`config.mk`:
```
export PLATFORM = sky130hd
export DESIGN_NAME = maze_grid_tracker_flat
export DESIGN_NICKNAME = d
export VERILOG_FILES = /design/src/rtl/maze_pkg.sv /design/src/rtl/maze_grid_tracker_if.sv /design/src/rtl/maze_row_reader.sv /design/src/rtl/maze_grid_tracker.sv /design/src/flat_wrapper.sv
export SDC_FILE = /design/constraint.sdc
export NUM_CORES = 1
export LEC_CHECK = 0
export ABC_AREA = 1
export CAP_MARGIN = 20
export CORE_ASPECT_RATIO = 1.1
export CORE_MARGIN = 3
export CORE_UTILIZATION = 30
export CTS_CLUSTER_SIZE = 10
export DETAILED_ROUTE_END_ITERATION = 8
export HOLD_SLACK_MARGIN = 0.02
export PLACE_DENSITY = 0.43
export REMOVE_ABC_BUFFERS = 1
export SYNTH_ARGS = -nofsm -noshare
export SYNTH_HDL_FRONTEND = slang
export SYNTH_HIERARCHICAL = 1
export SYNTH_SLANG_ARGS = --single-unit
```
`constraint.sdc`:
```
create_clock -name clk -period 3 [get_ports clk]
set_clock_uncertainty 0.1 [all_clocks]
set_input_delay 0.75 -clock clk [delete_from_list [all_inputs] [get_ports clk]]
set_output_delay 0.75 -clock clk [all_outputs]
set_load 0.02 [all_outputs]
```
`src/rtl/maze_pkg.sv`:
```
// Shared cell codes, FSM states and helpers for the maze grid tracker.
package maze_pkg;

   localparam int CELL_W = 3;

   typedef logic [CELL_W-1:0] cell_t;

   localparam cell_t CELL_EMPTY   = 3'd0;
   localparam cell_t CELL_AGENT   = 3'd1;
   localparam cell_t CELL_WALL    = 3'd2;
   localparam cell_t CELL_GOAL    = 3'd3;
   localparam cell_t CELL_VISITED = 3'd4;

   typedef enum logic [1:0] {
      S_CLEAR,
      S_LOAD,
      S_RUN,
      S_DONE
   } state_e;

   // Only static terrain may be loaded; anything else becomes empty floor.
   function automatic cell_t load_code(cell_t c);
      return (c == CELL_WALL || c == CELL_GOAL) ? c : CELL_EMPTY;
   endfunction

endpackage

```
`src/rtl/maze_grid_tracker_if.sv`:
```
// Control, move and read-port bundle between the agent logic and the tracker.
interface maze_grid_tracker_if #(
   parameter int ROWS = 5,
   parameter int COLS = 5
);
   import maze_pkg::*;

   localparam int N      = ROWS * COLS;
   localparam int IDX_W  = $clog2(N);
   localparam int RSEL_W = $clog2(ROWS);

   logic                   clear_req;
   logic                   load_en;
   logic [IDX_W-1:0]       load_addr;
   cell_t                  load_data;
   logic                   start;
   logic                   pos_valid;
   logic [IDX_W-1:0]       pos_idx;
   logic [RSEL_W-1:0]      row_sel;
   logic [COLS*CELL_W-1:0] row_data;
   logic [IDX_W-1:0]       agent_idx;
   logic                   illegal_move;
   logic                   at_goal;
   logic [IDX_W:0]         visited_cnt;
   logic                   busy;

   modport master (
      output clear_req, load_en, load_addr, load_data,
      output start, pos_valid, pos_idx, row_sel,
      input  row_data, agent_idx, illegal_move,
      input  at_goal, visited_cnt, busy
   );

   modport slave (
      input  clear_req, load_en, load_addr, load_data,
      input  start, pos_valid, pos_idx, row_sel,
      output row_data, agent_idx, illegal_move,
      output at_goal, visited_cnt, busy
   );

endinterface

```
`src/rtl/maze_row_reader.sv`:
```
// Selects one grid row from the flattened cell vector and registers it.
module maze_row_reader
   import maze_pkg::*;
#(
   parameter int ROWS = 5,
   parameter int COLS = 5
) (
   input  logic                        clk,
   input  logic                        rst,
   input  logic [ROWS*COLS*CELL_W-1:0] grid_i,
   input  logic [$clog2(ROWS)-1:0]     row_sel_i,
   output logic [COLS*CELL_W-1:0]      row_data_o
);

   localparam int RSEL_W = $clog2(ROWS);
   localparam int ROW_W  = COLS * CELL_W;

   logic [ROW_W-1:0] row_d;
   logic [ROW_W-1:0] row_q;

   // Unmatched selects (row_sel >= ROWS) fall through to zero.
   always_comb begin
      row_d = '0;
      for (int r = 0; r < ROWS; r++) begin
         if (row_sel_i == RSEL_W'(r))
            row_d = grid_i[r*ROW_W +: ROW_W];
      end
   end

   always_ff @(posedge clk or posedge rst) begin
      if (rst)
         row_q <= '0;
      else
         row_q <= row_d;
   end

   assign row_data_o = row_q;

endmodule

```
`src/rtl/maze_grid_tracker.sv`:
```
// ROWS x COLS maze map: clear sweep, terrain load, agent moves and goal tracking.
module maze_grid_tracker
   import maze_pkg::*;
#(
   parameter int ROWS      = 5,
   parameter int COLS      = 5,
   parameter int START_IDX = 0
) (
   input  logic                clk,
   input  logic                rst,
   maze_grid_tracker_if.slave  bus
);

   localparam int N     = ROWS * COLS;
   localparam int IDX_W = $clog2(N);

   localparam logic [IDX_W-1:0] START   = IDX_W'(START_IDX);
   localparam logic [IDX_W-1:0] LAST    = IDX_W'(N - 1);
   localparam logic [IDX_W:0]   CNT_MAX = (IDX_W + 1)'(N);

   state_e           state_q, state_d;
   logic [IDX_W-1:0] ptr_q, ptr_d;
   logic [IDX_W-1:0] agent_q, agent_d;
   logic             ill_q, ill_d;
   logic             goal_q, goal_d;
   logic [IDX_W:0]   cnt_q, cnt_d;

   cell_t grid_q [N];
   logic [N*CELL_W-1:0] grid_flat;

   logic             we0, we1;
   logic [IDX_W-1:0] wa0, wa1;
   cell_t            wd0, wd1;

   logic  pos_ok;
   logic  load_ok;
   cell_t tgt;

   always_comb begin
      pos_ok  = int'(bus.pos_idx) < N;
      load_ok = int'(bus.load_addr) < N;
      tgt     = CELL_EMPTY;
      if (pos_ok)
         tgt = grid_q[bus.pos_idx];
   end

   always_comb begin
      state_d = state_q;
      ptr_d   = ptr_q;
      agent_d = agent_q;
      ill_d   = 1'b0;
      goal_d  = goal_q;
      cnt_d   = cnt_q;
      we0     = 1'b0;
      wa0     = '0;
      wd0     = CELL_EMPTY;
      we1     = 1'b0;
      wa1     = '0;
      wd1     = CELL_EMPTY;

      if (bus.clear_req) begin
         state_d = S_CLEAR;
         ptr_d   = '0;
         agent_d = '0;
         goal_d  = 1'b0;
         cnt_d   = '0;
      end else begin
         unique case (state_q)
            S_CLEAR: begin
               we0   = 1'b1;
               wa0   = ptr_q;
               wd0   = CELL_EMPTY;
               ptr_d = ptr_q + 1'b1;
               if (ptr_q == LAST) begin
                  ptr_d   = '0;
                  state_d = S_LOAD;
               end
            end
            S_LOAD: begin
               if (bus.load_en && load_ok) begin
                  we0 = 1'b1;
                  wa0 = bus.load_addr;
                  wd0 = load_code(bus.load_data);
               end
               // Port 1 lands after port 0, so the agent wins a shared address.
               if (bus.start) begin
                  we1     = 1'b1;
                  wa1     = START;
                  wd1     = CELL_AGENT;
                  agent_d = START;
                  cnt_d   = (IDX_W + 1)'(1);
                  state_d = S_RUN;
               end
            end
            S_RUN: begin
               if (bus.pos_valid) begin
                  if (!pos_ok || tgt == CELL_WALL) begin
                     ill_d = 1'b1;
                  end else if (bus.pos_idx != agent_q) begin
                     we0     = 1'b1;
                     wa0     = agent_q;
                     wd0     = CELL_VISITED;
                     we1     = 1'b1;
                     wa1     = bus.pos_idx;
                     wd1     = CELL_AGENT;
                     agent_d = bus.pos_idx;
                     if ((tgt == CELL_EMPTY || tgt == CELL_GOAL)
                         && cnt_q < CNT_MAX)
                        cnt_d = cnt_q + 1'b1;
                     if (tgt == CELL_GOAL) begin
                        goal_d  = 1'b1;
                        state_d = S_DONE;
                     end
                  end
               end
            end
            S_DONE: begin
               state_d = S_DONE;
            end
            default: begin
               state_d = S_CLEAR;
            end
         endcase
      end
   end

   always_ff @(posedge clk or posedge rst) begin
      if (rst) begin
         state_q <= S_CLEAR;
         ptr_q   <= '0;
         agent_q <= '0;
         ill_q   <= 1'b0;
         goal_q  <= 1'b0;
         cnt_q   <= '0;
      end else begin
         state_q <= state_d;
         ptr_q   <= ptr_d;
         agent_q <= agent_d;
         ill_q   <= ill_d;
         goal_q  <= goal_d;
         cnt_q   <= cnt_d;
      end
   end

   // Cell storage is deliberately unreset; the clear sweep initialises it.
   always_ff @(posedge clk) begin
      if (we0)
         grid_q[wa0] <= wd0;
      if (we1)
         grid_q[wa1] <= wd1;
   end

   always_comb begin
      grid_flat = '0;
      for (int i = 0; i < N; i++)
         grid_flat[i*CELL_W +: CELL_W] = grid_q[i];
   end

   maze_row_reader #(
      .ROWS (ROWS),
      .COLS (COLS)
   ) u_row_reader (
      .clk        (clk),
      .rst        (rst),
      .grid_i     (grid_flat),
      .row_sel_i  (bus.row_sel),
      .row_data_o (bus.row_data)
   );

   assign bus.agent_idx    = agent_q;
   assign bus.illegal_move = ill_q;
   assign bus.at_goal      = goal_q;
   assign bus.visited_cnt  = cnt_q;
   assign bus.busy         = (state_q == S_CLEAR);

endmodule

```
`src/flat_wrapper.sv`:
```
// flat-port wrapper written by rule: the top's interface ports become plain ports
module maze_grid_tracker_flat import maze_pkg::*;
#(
   parameter int ROWS      = 5,
   parameter int COLS      = 5,
   parameter int START_IDX = 0
)
  (clk, rst, bus_clear_req, bus_load_en, bus_load_addr, bus_load_data, bus_start, bus_pos_valid, bus_pos_idx, bus_row_sel, bus_row_data, bus_agent_idx, bus_illegal_move, bus_at_goal, bus_visited_cnt, bus_busy);
  maze_grid_tracker_if #(.ROWS(ROWS), .COLS(COLS)) bus_i ();
  input  logic clk;
  input  logic rst;
  input wire logic [$bits(bus_i.clear_req)-1:0] bus_clear_req;
  input wire logic [$bits(bus_i.load_en)-1:0] bus_load_en;
  input wire logic [$bits(bus_i.load_addr)-1:0] bus_load_addr;
  input wire logic [$bits(bus_i.load_data)-1:0] bus_load_data;
  input wire logic [$bits(bus_i.start)-1:0] bus_start;
  input wire logic [$bits(bus_i.pos_valid)-1:0] bus_pos_valid;
  input wire logic [$bits(bus_i.pos_idx)-1:0] bus_pos_idx;
  input wire logic [$bits(bus_i.row_sel)-1:0] bus_row_sel;
  output wire logic [$bits(bus_i.row_data)-1:0] bus_row_data;
  output wire logic [$bits(bus_i.agent_idx)-1:0] bus_agent_idx;
  output wire logic [$bits(bus_i.illegal_move)-1:0] bus_illegal_move;
  output wire logic [$bits(bus_i.at_goal)-1:0] bus_at_goal;
  output wire logic [$bits(bus_i.visited_cnt)-1:0] bus_visited_cnt;
  output wire logic [$bits(bus_i.busy)-1:0] bus_busy;
  assign bus_i.clear_req = bus_clear_req;
  assign bus_i.load_en = bus_load_en;
  assign bus_i.load_addr = bus_load_addr;
  assign bus_i.load_data = bus_load_data;
  assign bus_i.start = bus_start;
  assign bus_i.pos_valid = bus_pos_valid;
  assign bus_i.pos_idx = bus_pos_idx;
  assign bus_i.row_sel = bus_row_sel;
  assign bus_row_data = bus_i.row_data;
  assign bus_agent_idx = bus_i.agent_idx;
  assign bus_illegal_move = bus_i.illegal_move;
  assign bus_at_goal = bus_i.at_goal;
  assign bus_visited_cnt = bus_i.visited_cnt;
  assign bus_busy = bus_i.busy;
  maze_grid_tracker #(.ROWS(ROWS), .COLS(COLS), .START_IDX(START_IDX)) u_core (.clk(clk), .rst(rst), .bus(bus_i));
endmodule
```
**After elaboration in Yosys (flattened, before gate mapping)**

Memory sizes are Yosys's and may differ from the RTL's.
Cells that the tools add are included.
W data, S select, Z words.

- Word-level logic and storage cells: 130
- RAM bits: 75
- Memories kept: 1
- Register bits after elaboration: 35

- Magnitude comparators: 3
- $add $sub $neg: 2
- Reduce and logical (&&, ||, !) cells: 19
- Muxes and demuxes: 77
- Equal/unequal tests: 21

Memories:

| name | depth | bits a word | read ports | clocked after Yosys merged registers in | wr ports | line | source |
|---|---|---|---|---|---|---|---|
| u_core.grid_q | 25 | 3 | 26 | 0 | 2 | maze_grid_tracker.sv:28 | `cell_t grid_q [N];` |

Operators by type and width:

| cell | number |
|---|---|
| $mux W5 | 18 |
| $mux W15 | 5 |
| $mux W6 | 6 |
| $mux W3 | 10 |
| $mux W1 | 23 |
| $eq A3 B2 Y1 const B | 6 |
| $pmux W5 S3 | 1 |
| $mux W2 | 7 |
| $ne A3 B2 Y1 const B | 4 |
| $pmux W3 S2 | 2 |
| $pmux W6 S2 | 1 |
| $reduce_and A6 Y1 | 2 |
| $lt A5 B5 Y1 const B | 2 |
| $pmux W5 S2 | 1 |
| $reduce_and A5 Y1 | 2 |
| $reduce_bool A2 Y1 | 5 |
| $ne A3 B3 Y1 const B | 3 |
| $pmux W2 S4 | 1 |
| $add A6 B1 Y6 const B | 1 |
| $logic_not A3 Y1 | 2 |
| $lt A6 B5 Y1 const B | 1 |
| $add A5 B1 Y5 const B | 1 |
| $eq A5 B5 Y1 const B | 1 |
| $ne A5 B5 Y1 | 1 |
| 12 further kinds | 16 |

**Longest topological paths before layout**

- Word-level depth: 11
- Gate-level depth with buffers: 21
- Mapped depth without buffers: 21

**Modules after synthesis**

The synthesis kept the hierarchy.

By module, submodules not included:

| module | seq. area each (µm²) | instances | cells each | area each (µm²) |
|---|---|---|---|---|
| maze_grid_tracker | 2462.4 | 1 | 893 | 5984.5 |
| maze_row_reader | 375.4 | 1 | 168 | 1069.8 |

**Worst setup path after synthesis**

No wires, ideal clock.

- Path kind: input port to flip-flop
- From: input bus_pos_idx[1]
- To: memory u_core/grid_q[5][0] (netlist name), enable pin
- Stages: 14
- Data required time: 2607 ps
- Buffers on the path: 1
- Library setup time: 293 ps
- Arrival time: 2706 ps
- Setup slack: -99 ps
- Cells stage by stage: buf_2 > nor2_4 > inv_1 > o211ai_1 > nand3_1 > nand3_1 > nand2_1 > a21boi_1 > nand3_1 > inv_2 > nand2_1 > nor3_2 > nand2_1 > nand2_1

RTL lines:

| what | line | source |
|---|---|---|
| start, declared | flat_wrapper.sv:18 | `input wire logic [$bits(bus_i.pos_idx)-1:0] bus_pos_idx;` |
| end, declared | maze_grid_tracker.sv:28 |  |

==> impl_metrics.toml <==
[outcome]
outcome = "finished, violations left"
failed_checks = "negative setup slack"

[clock_network]
cts_root_buf = "clkbuf_16"
cts_tree = "yes"
clockBufferDepth = 2
cts.sinks = 119
htreeDepth = 4
clock_latency_ns = 0.43
cts.clk_slew.worst_paths_ns = 0.06
cts_made_buffers = 17

[synth]
syn_inst = 1061
postSynthAreaPerCell_um2 = 6.65
synth-seq-cells = 119
synth.distinct_cells = 40
yosys_warnings = 6
syn_area_um2 = 7050
seq_area_frac_synth = 0.402

[timing]
period_share = 1.01
relSlewSlack = 0.587
fmax_mhz = 330
finalSetupViolCount = 19
whs_ns = 0.352
tns_ns = -0.279
maxSlewViolCount = 0
finalHoldViolations = 0
grt_setup_unrepaired = "true"
period_minus_slack_ns = 3.03
worst_pin_slew_ns = 0.618
worst_slack_ns = -0.0343

[global_route]
grt_pass1_vias = 7430
gr-total-overflow = 0
track_usage = 0.219
grt_start_max_net_pins = 32
antenna_found_initial = 0
grt_pass1_wl_mm = 42.8

[finish]
num-fill-cells = 2359
area_growth_pct = 50.7
final_nets = 1282
drive_above_1_share = 0.317
stdcell_count = 1564
num_antenna_cells = 0

[floorplanning]
row_count = 58
ioPinCount = 51
core_um2 = 23000
fp.dieArea_um2 = 25400
start_util = 0.307
die_h_um = 167
die_x_um = 152

[detailed_routing]
drtIter0Drc = 566
routed_wl_mm = 28.2
vias = 7687
vias_per_cell = 4.91
detail-route-antenna-nets = 0
wl_per_cell_um = 18.0
dr.pass1.iters = 6
drcViolationCount = 0

[placement]
place.gp.congestion = 0.922
numPlacedInstances = 1518
place_hpwl_mm = 21.1
port_buffers = 50

[worst_setup_path]
critPathRequiredTime_ns = 3.05
regToRegStartpoint = "u_core/state_q[0]"
crit_fanout = 8
critPathLaunchType = "primary input"
crit_path_end_kind = "flip-flop"
arrival_ns = 3.08
startpoint = "bus_pos_idx[0]"
crit_type = "in2reg"

[power_and_ir_drop]
p_leak_nw = 4.88
p_per_area_nw_per_um2 = 602
peakVddDrop_mv = 0.351

[flow_run]
maxCapViolCount = 0

[min_path]
min-delay-start = "u_core/grid_q[26][2]"
min-delay-path-class = "reg2reg"
## power breakdown
part           internal (W)  leakage [nW]  switching, W
Sequential          0.00192          1.24      0.000273
Combinational      0.000887          3.35       0.00122
Clock               0.00124         0.283      0.000855
Total               0.00405          4.88       0.00234
## per-layer routing
layer,share of wire,track usage
met5,0,0
met4,0.024,0.0672
met3,0.045,0.0291
met2,0.49,0.377
met1,0.44,0.287
## cells in the mapped netlist, drive strengths merged
| cell | count | area (um^2) |
|---|---|---|
| a211oi | 1 | 7.51 |
| a21boi | 4 | 30.0 |
| a21oi | 19 | 95.1 |
| a31oi | 2 | 12.5 |
| buf | 24 | 144 |
| clkbuf | 13 | 48.8 |
| dfrtp | 35 | 876 |
| dfxtp | 56 | 1120 |
| edfxtp | 28 | 841 |
| ha | 9 | 113 |
| inv | 127 | 477 |
| nand2 | 283 | 1070 |
| nand3 | 121 | 606 |
| nand3b | 1 | 7.51 |
| nand4 | 20 | 140 |
| nor2 | 214 | 846 |
| nor3 | 6 | 57.6 |
| nor4 | 2 | 12.5 |
| o211ai | 8 | 60.1 |
| o21ai | 66 | 330 |
| o21bai | 3 | 26.3 |
| o22ai | 9 | 56.3 |
| o31ai | 2 | 15.0 |
| or2 | 3 | 18.8 |
| xnor2 | 3 | 26.3 |
| xor2 | 2 | 17.5 |
## final cells by class
cell class / instances / area [um^2] / area share
Timing Repair Buffer: 208 / 1940 / 0.182
Multi-Input combinational cell: 778 / 4380 / 0.412
Tap cell: 300 / 375 / 0.0353
Clock inverter: 15 / 169 / 0.0159
Sequential cell: 119 / 2840 / 0.267
Clock buffer: 17 / 425 / 0.0400
Inverter: 127 / 500 / 0.0471
## registers in the layout (all words and copies together), names as in the netlist
name                            count
u_core/bus.agent_idx                5
u_core/bus.at_goal                  1
u_core/bus.illegal_move             1
u_core/bus.visited_cnt              6
u_core/grid_q                      84
u_core/ptr_q                        5
u_core/state_q                      2
u_core/u_row_reader/row_data_o     15
## kinds of logic after synthesis
| family | synth area share |
|---|---|
| xor+xnor | 0.00621 |
| compound gates | 0.0897 |
| simple gates | 0.391 |
| buf+inv | 0.0949 |
| fa+ha+maj | 0.0160 |
| flops | 0.402 |
## worst max-delay path, stage by stage
cell        delay, ns
buf_8            0.10
buf_6            0.12
nor2_4           0.10
clkinvlp_4       0.20
nor2_2           0.13
nand3b_1         0.13
nand3_2          0.12
nand3_2          0.10
nand2_2          0.08
nor2_4           0.16
nand2_4          0.08
nand4_4          0.15
nor2_1           0.06
nor2_1           0.15
nand3_1          0.16
buf_12           0.20
nor2_4           0.14
inv_2            0.07
nand2_2          0.05
## worst paths after layout
check	end	slack, ns	cells after the start
max in group asynchronous	u_core/u_row_reader/row_data_o[4]	1.77	2
hold / removal	u_core/grid_q[26][2]	0.35	2
setup / recovery	u_core/grid_q[13][0]	-0.03	19
min in group asynchronous	u_core/bus.visited_cnt[5]	0.59	3
hold reg to reg	u_core/grid_q[26][2]	0.35	2
setup reg to reg	u_core/grid_q[7][0]	0.26	11
## cells in the final DEF, fill, tap and decap left out, drive strengths merged, types with 4 or more instances in the layout
cell / n
clkinvlp: 4
inv: 131
edfxtp: 28
a21oi: 19
ha: 9
nand2: 283
dfrtp: 35
o21ai: 66
nand3: 121
clkdlybuf4s50: 47
nor2: 214
clkinv: 5
o211ai: 8
nor3: 6
buf: 160
o22ai: 9
clkbuf: 17
a21boi: 4
nand4: 20
dfxtp: 56
## repair_timing
| action | in CTS | in global routing |
|---|---|---|
| endpoints found under the setup margin | 124 | 117 |
| endpoints found under the hold margin | 0 | 0 |
| hold buffers | 0 | 0 |
| gates cloned | 0 | 0 |
| gates resized for setup | 91 | 223 |
| pin swaps | 26 | 83 |
| setup buffers | 5 | 10 |
## metrics by stage
stage          worst slack (ns)  utilization  area (um^2)  power, W
6_report                -0.0343        0.462        10600   0.00640
3_5_place_dp              -1.11        0.388         8930   0.00392
4_1_cts                 -0.0730        0.428         9850   0.00612
2_1_floorplan            -0.262            -         6860   0.00303
3_3_place_gp              -1.10        0.388         8930   0.00393
5_1_grt                  -0.170        0.462        10600   0.00675
(Power assumes the default switching activity.)
